==> src/rtl/mux8_pkg.sv <==
// Shared constants and select type for the map-row word multiplexer.
package mux8_pkg;
  localparam int unsigned SEL_W  = 3;
  localparam int unsigned NUM_IN = 8;

  typedef logic [SEL_W-1:0] sel_t;
endpackage

==> src/rtl/mux8_sel_reg_if.sv <==
// Bus bundle for mux8_sel_reg: eight candidate words, select and the three outputs.
interface mux8_sel_reg_if
  import mux8_pkg::*;
#(
  parameter int unsigned WIDTH = 7
);
  logic [WIDTH-1:0] in0;
  logic [WIDTH-1:0] in1;
  logic [WIDTH-1:0] in2;
  logic [WIDTH-1:0] in3;
  logic [WIDTH-1:0] in4;
  logic [WIDTH-1:0] in5;
  logic [WIDTH-1:0] in6;
  logic [WIDTH-1:0] in7;
  sel_t             sel;
  logic [WIDTH-1:0] out;
  logic [WIDTH-1:0] out_q;
  sel_t             sel_q;

  modport master (
    output in0, in1, in2, in3, in4, in5, in6, in7, sel,
    input  out, out_q, sel_q
  );

  modport slave (
    input  in0, in1, in2, in3, in4, in5, in6, in7, sel,
    output out, out_q, sel_q
  );
endinterface

==> src/rtl/mux8_sel_reg_dff_ar_n.sv <==
// D flip-flop bank with asynchronous active-low clear.
module dff_ar_n #(
  parameter int unsigned W = 1
) (
  input  logic         clk,
  input  logic         rst_n,
  input  logic [W-1:0] i_d,
  output logic [W-1:0] o_q
);
  logic [W-1:0] r_q;

  always_ff @(posedge clk or negedge rst_n) begin
    if (!rst_n) begin
      r_q <= '0;
    end else begin
      r_q <= i_d;
    end
  end

  assign o_q = r_q;
endmodule

==> src/rtl/mux8_sel_reg.sv <==
// 8:1 word mux for one map row, with a registered copy of word and select.
// MUX8_OUT_REG_EN: when defined, out is taken from the register (1-cycle latency).
module mux8_sel_reg
  import mux8_pkg::*;
#(
  parameter int unsigned WIDTH = 7
) (
  input  logic           clk,
  input  logic           rst_n,
  mux8_sel_reg_if.slave  bus
);
  logic [WIDTH-1:0]       w_sel_word;
  logic [WIDTH+SEL_W-1:0] w_q;
  logic [WIDTH-1:0]       w_out_q;

  always_comb begin
    w_sel_word = '0;
    case (bus.sel)
      3'd0: w_sel_word = bus.in0;
      3'd1: w_sel_word = bus.in1;
      3'd2: w_sel_word = bus.in2;
      3'd3: w_sel_word = bus.in3;
      3'd4: w_sel_word = bus.in4;
      3'd5: w_sel_word = bus.in5;
      3'd6: w_sel_word = bus.in6;
      3'd7: w_sel_word = bus.in7;
    endcase
  end

  // Word and select share one register bank so they always update together.
  dff_ar_n #(
    .W (WIDTH + SEL_W)
  ) u_reg (
    .clk   (clk),
    .rst_n (rst_n),
    .i_d   ({w_sel_word, bus.sel}),
    .o_q   (w_q)
  );

  assign w_out_q   = w_q[WIDTH+SEL_W-1:SEL_W];
  assign bus.out_q = w_out_q;
  assign bus.sel_q = sel_t'(w_q[SEL_W-1:0]);

`ifdef MUX8_OUT_REG_EN
  assign bus.out = w_out_q;
`else
  assign bus.out = w_sel_word;
`endif
endmodule

==> src/flat_wrapper.sv <==
// flat-port wrapper written by rule: the top's interface ports become plain ports
module mux8_sel_reg_flat import mux8_pkg::*;
#(
  parameter int unsigned WIDTH = 7
)
  (clk, rst_n, bus_in0, bus_in1, bus_in2, bus_in3, bus_in4, bus_in5, bus_in6, bus_in7, bus_sel, bus_out, bus_out_q, bus_sel_q);
  mux8_sel_reg_if #(.WIDTH(WIDTH)) bus_i ();
  input  logic clk;
  input  logic rst_n;
  input wire logic [$bits(bus_i.in0)-1:0] bus_in0;
  input wire logic [$bits(bus_i.in1)-1:0] bus_in1;
  input wire logic [$bits(bus_i.in2)-1:0] bus_in2;
  input wire logic [$bits(bus_i.in3)-1:0] bus_in3;
  input wire logic [$bits(bus_i.in4)-1:0] bus_in4;
  input wire logic [$bits(bus_i.in5)-1:0] bus_in5;
  input wire logic [$bits(bus_i.in6)-1:0] bus_in6;
  input wire logic [$bits(bus_i.in7)-1:0] bus_in7;
  input wire logic [$bits(bus_i.sel)-1:0] bus_sel;
  output wire logic [$bits(bus_i.out)-1:0] bus_out;
  output wire logic [$bits(bus_i.out_q)-1:0] bus_out_q;
  output wire logic [$bits(bus_i.sel_q)-1:0] bus_sel_q;
  assign bus_i.in0 = bus_in0;
  assign bus_i.in1 = bus_in1;
  assign bus_i.in2 = bus_in2;
  assign bus_i.in3 = bus_in3;
  assign bus_i.in4 = bus_in4;
  assign bus_i.in5 = bus_in5;
  assign bus_i.in6 = bus_in6;
  assign bus_i.in7 = bus_in7;
  assign bus_i.sel = bus_sel;
  assign bus_out = bus_i.out;
  assign bus_out_q = bus_i.out_q;
  assign bus_sel_q = bus_i.sel_q;
  mux8_sel_reg #(.WIDTH(WIDTH)) u_core (.clk(clk), .rst_n(rst_n), .bus(bus_i));
endmodule
==> config.mk <==
export PLATFORM = sky130hd
export DESIGN_NAME = mux8_sel_reg_flat
export DESIGN_NICKNAME = d
export VERILOG_FILES = /design/src/rtl/mux8_pkg.sv /design/src/rtl/mux8_sel_reg_if.sv /design/src/rtl/mux8_sel_reg_dff_ar_n.sv /design/src/rtl/mux8_sel_reg.sv /design/src/flat_wrapper.sv
export SDC_FILE = /design/constraint.sdc
export NUM_CORES = 1
export LEC_CHECK = 0
export CAP_MARGIN = 25
export CORE_ASPECT_RATIO = 0.7
export CORE_UTILIZATION = 29
export CTS_CLUSTER_SIZE = 30
export DETAILED_ROUTE_END_ITERATION = 10
export PLACE_DENSITY = 0.82
export SYNTH_ARGS = -nofsm -noshare
export SYNTH_HDL_FRONTEND = slang
export SYNTH_SLANG_ARGS = --single-unit
export TNS_END_PERCENT = 30
==> constraint.sdc <==
create_clock -name clk -period 2.35 [get_ports clk]
set_input_delay 0.5875 -clock clk [delete_from_list [all_inputs] [get_ports clk]]
set_output_delay 0.5875 -clock clk [all_outputs]
set_load 0.1 [all_outputs]
After elaboration in Yosys (flattened, before gate mapping):

Index checks and enable logic that the tools add are counted.
W data, S select, Z words.

* output and inout bits: 17
* input bits: 61
* register bits: 10

* reductions and logical operators: 1
* equal/unequal tests: 7
* mux-type cells: 1

Operator list (count)
* $pmux W7 S8: 1
* $eq A3 B3 Y1 const B: 4
* $eq A3 B2 Y1 const B: 2
* $eq A3 B1 Y1 const B: 1
* $logic_not A3 Y1: 1

Logic depth before layout (Yosys ltp):

* depth after elaboration: 2
* mapped depth: 5

Cells and area by module:

A second synthesis with hierarchy kept.

* cell total of the unflattened synthesis: 73
* area, all modules: 769.5 um^2

By module, submodules not included
* mux8_sel_reg: area an instance 519.2 um^2, sequential area each 0.0 um^2, instances 1, cells an instance 63
* dff_ar_n: area an instance 250.2 um^2, sequential area each 250.2 um^2, instances 1, cells an instance 10

Worst setup path before layout:

No wires, ideal clock.

* path type: input to output
* start: input bus_sel[0]
* end: output bus_out[2]
* buffers on the path: 2
* data arrival time: 2007 ps
* slack: -244 ps
* stages on the path: 5
* required time: 1762 ps
* path through: buf_2 buf_6 a21oi_1 a211oi_1 o32a_1

* longest elaborated chain between the ends: 2
* elaborated cells between the ends (all ways): 9

Ends and longest elaborated chain
* start: declaration: RTL line flat_wrapper.sv:18 `input wire logic [$bits(bus_i.sel)-1:0] bus_sel;`
* $eq A3 B3 Y1, or another cell as far along: RTL line mux8_sel_reg.sv:18 `case (bus.sel)`
* $pmux W7 S8 *: RTL line mux8_sel_reg.sv:18
* end: declaration: RTL line flat_wrapper.sv:19 `output wire logic [$bits(bus_i.out)-1:0] bus_out;`

Mark *: on every way between the ends. The rest lies on a longest branch, timed or not.

Worst setup path after layout:

* start: input bus_in7[0]
* end: output bus_out[0]

* longest elaborated chain between the ends: 1

Ends and longest elaborated chain
* start: declaration: RTL line flat_wrapper.sv:17 `input wire logic [$bits(bus_i.in7)-1:0] bus_in7;`
* $pmux W7 S8: RTL line mux8_sel_reg.sv:18

No other way between the ends.

==> impl_metrics.tcl <==
set metrics [dict create \
    cts_max_path_buffers 2 \
    clk_pin_slew_ns 0.05 \
    synth_top_cell_by_area "dfrtp_1" \
    finalWorstSetupSlack_ns -0.008062 \
    violations "setup timing" \
    irDropWorstVdd_uv 252.4 \
    avgSynthCellArea_sq_um 10.17 \
    rows 15 \
    maxSlewViolCount 0 \
    synthToLayoutAreaGrowth_pct 149.8 \
    synth-main-ff-cell "dfrtp_1" \
    synth_edf_count 0 \
    largest_register_ffs 10 \
    syn_inst 76 \
    grt.overflow.total 0 \
    vias 1033 \
    drtIter0Drc 18 \
    design.core.area_sq_um 2496 \
    cp.required_ns 1.76 \
    port_buffers 77 \
    slew_headroom_pct 72.03 \
    cts-root-buf "clkbuf_8" \
    post-place-ws_ns -0.4651 \
    drt_pass1_iterations 4 \
    yosysSeqAreaShare_pct 32.36 \
    initial_utilization_pct 30.98 \
    setup_viol 1 \
    fin_crit_ns 2.358 \
    place_congestion 0.8389 \
    grtUsageTotal_pct 23.31 \
    drcViolationCount 0 \
    max_freq_ghz 0.4241 \
    grt_antenna_before_repair 0 \
    power.total_uw 992.2 \
    cp_max_fo 2 \
    dpl_cell_area_sq_um 1648 \
    holdWs_ns 0.6598 \
    hold_class "primary input to asynchronous set/reset pin" \
    nNetsFinal 228 \
    fin_tns_setup_ns -0.008062 \
    netlist_area_sq_um 773.2 \
    wire_per_inst_microns 17.12 \
    fin_area_sq_um 1932 \
    crit_path_end_kind "output pin" \
    final-seq-area_sq_um 250.2 \
    cts.sinks 10 \
    design.portCount 78 \
    place_inst 188 \
    layout_common_cells "clkdlybuf4s50_1 (26), buf_4 (18), mux2i_1 (15), dlymetal6s2s_1 (15), dlygate4sd2_1 (12)" \
    syn-num-nets 137 \
    ys_warn_count 0 \
    yosysUniqueCellTypes 20 \
    fill_cells 170 \
    power_density_nw_per_um2 513.6 \
    cap_violations 0 \
    mostFrequentLayoutCell "clkdlybuf4s50_1" \
    start_kind "primary input" \
    grt_pass1_wl_microns 5016 \
    numCtsBuffers 3 \
    fin_util_pct 77.39 \
    synthArstFlopShare_pct 100.0 \
    drive_above_1_share_pct 36.75 \
    die_width_microns 63.72 \
    crit_arrival_ns 1.77 \
    n_antenna_cell 0 \
    ys_seq_elements 10 \
    ant_nets 0 \
    netlist.area_leader.share_pct 32.36 \
    first_global_vias 1015 \
    hold_viol_final 0 \
    routed_wl_microns 3424 \
    hpwlAfterDp_microns 2365 \
    stdcell_count 200 \
    multi_input_area_sq_um 586.8 \
    worstSetupPathType "primary input to output pin" \
    netlist_top_cells_area "dfrtp_1 (32%), mux2i_1 (22%), a211oi_1 (6.8%)" \
    cts.htree.levels 1 \
    die_area_sq_um 2880 \
    grt_max_degree 11 \
    leakage_nw 0.9700 \
    viasPerCell 5.165 \
    run_status "finished with violations" \
    worst_slew_pin_slew_ns 0.4183 \
    fin_crit_sh_pct 100.3 \
    cts_tree "done" \
    die_h_microns 45.20 \
]
cell type report:
class	instances	area share [%]
repair buffers	92	51.42
flip-flops and latches	10	12.95
multi-input cells	59	30.38
clock buffers	4	2.850
well taps	34	2.202
inverters	1	0.1943
logic make-up after synthesis:
group | count (synthesis) | synth area share [%]
and+or+nand+nor | 17 | 13.27
DFF | 10 | 32.36
AOI/OAI and AO/OA | 24 | 23.79
muxes | 18 | 23.46
buffers and inverters | 7 | 7.119
synthesized netlist by cell type (3+ instances only):
cell      count
o32a_1        3
nand2b_1      4
o22a_1        4
buf_6         3
o22ai_1       4
mux2i_1      17
nor2_1        4
a22o_1        3
nor3b_1       4
dfrtp_1      10
a21oi_1       3
a211oi_1      7
worst max-delay path, stage by stage:
cell and delay [ns]:
clkdlybuf4s50_1 0.46, mux2i_1 0.08, o22ai_1 0.17, o22a_1 0.26, buf_12 0.20
metal layers:
| layer | track usage, % | vias to the layer above | part of all wire (%) | wire length, microns |
|---|---|---|---|---|
| met5 | 0 | - | 0 | 0 |
| met4 | 10.00 | 0 | 2.0 | 70 |
| met3 | 1.768 | 6 | 4.4 | 152 |
| met2 | 40.43 | 51 | 50 | 1713 |
| met1 | 30.57 | 499 | 43 | 1486 |
| li1 | - | 477 | - | - |
final timing paths:
check	slack, ns	cells past startpoint	endpoint	startpoint
hold / removal	0.66	1	u_core.u_reg.o_q[0]	rst_n
max in group asynchronous	1.40	1	u_core.u_reg.o_q[4]	rst_n
setup / recovery	-0.008	5	bus_out[0]	bus_in7[0]
min in group clk	0.66	2	u_core.u_reg.o_q[2]	bus_sel[2]
report_power, final:
| group | internal, mW | total, mW | switching [mW] |
|---|---|---|---|
| Clock | 0.147 | 0.209 | 0.0620 |
| Combinational | 0.237 | 0.589 | 0.353 |
| Sequential | 0.189 | 0.194 | 0.00453 |
what timing repair did:
action	4_1_cts	5_1_grt
cloned	2	0
hold buffers	0	0
buffers inserted	5	1
pin swaps	15	18
setup endpoints to repair	7	6
gates resized for setup	47	32
hold endpoints to repair	0	0
(Power assumes the default switching activity.)
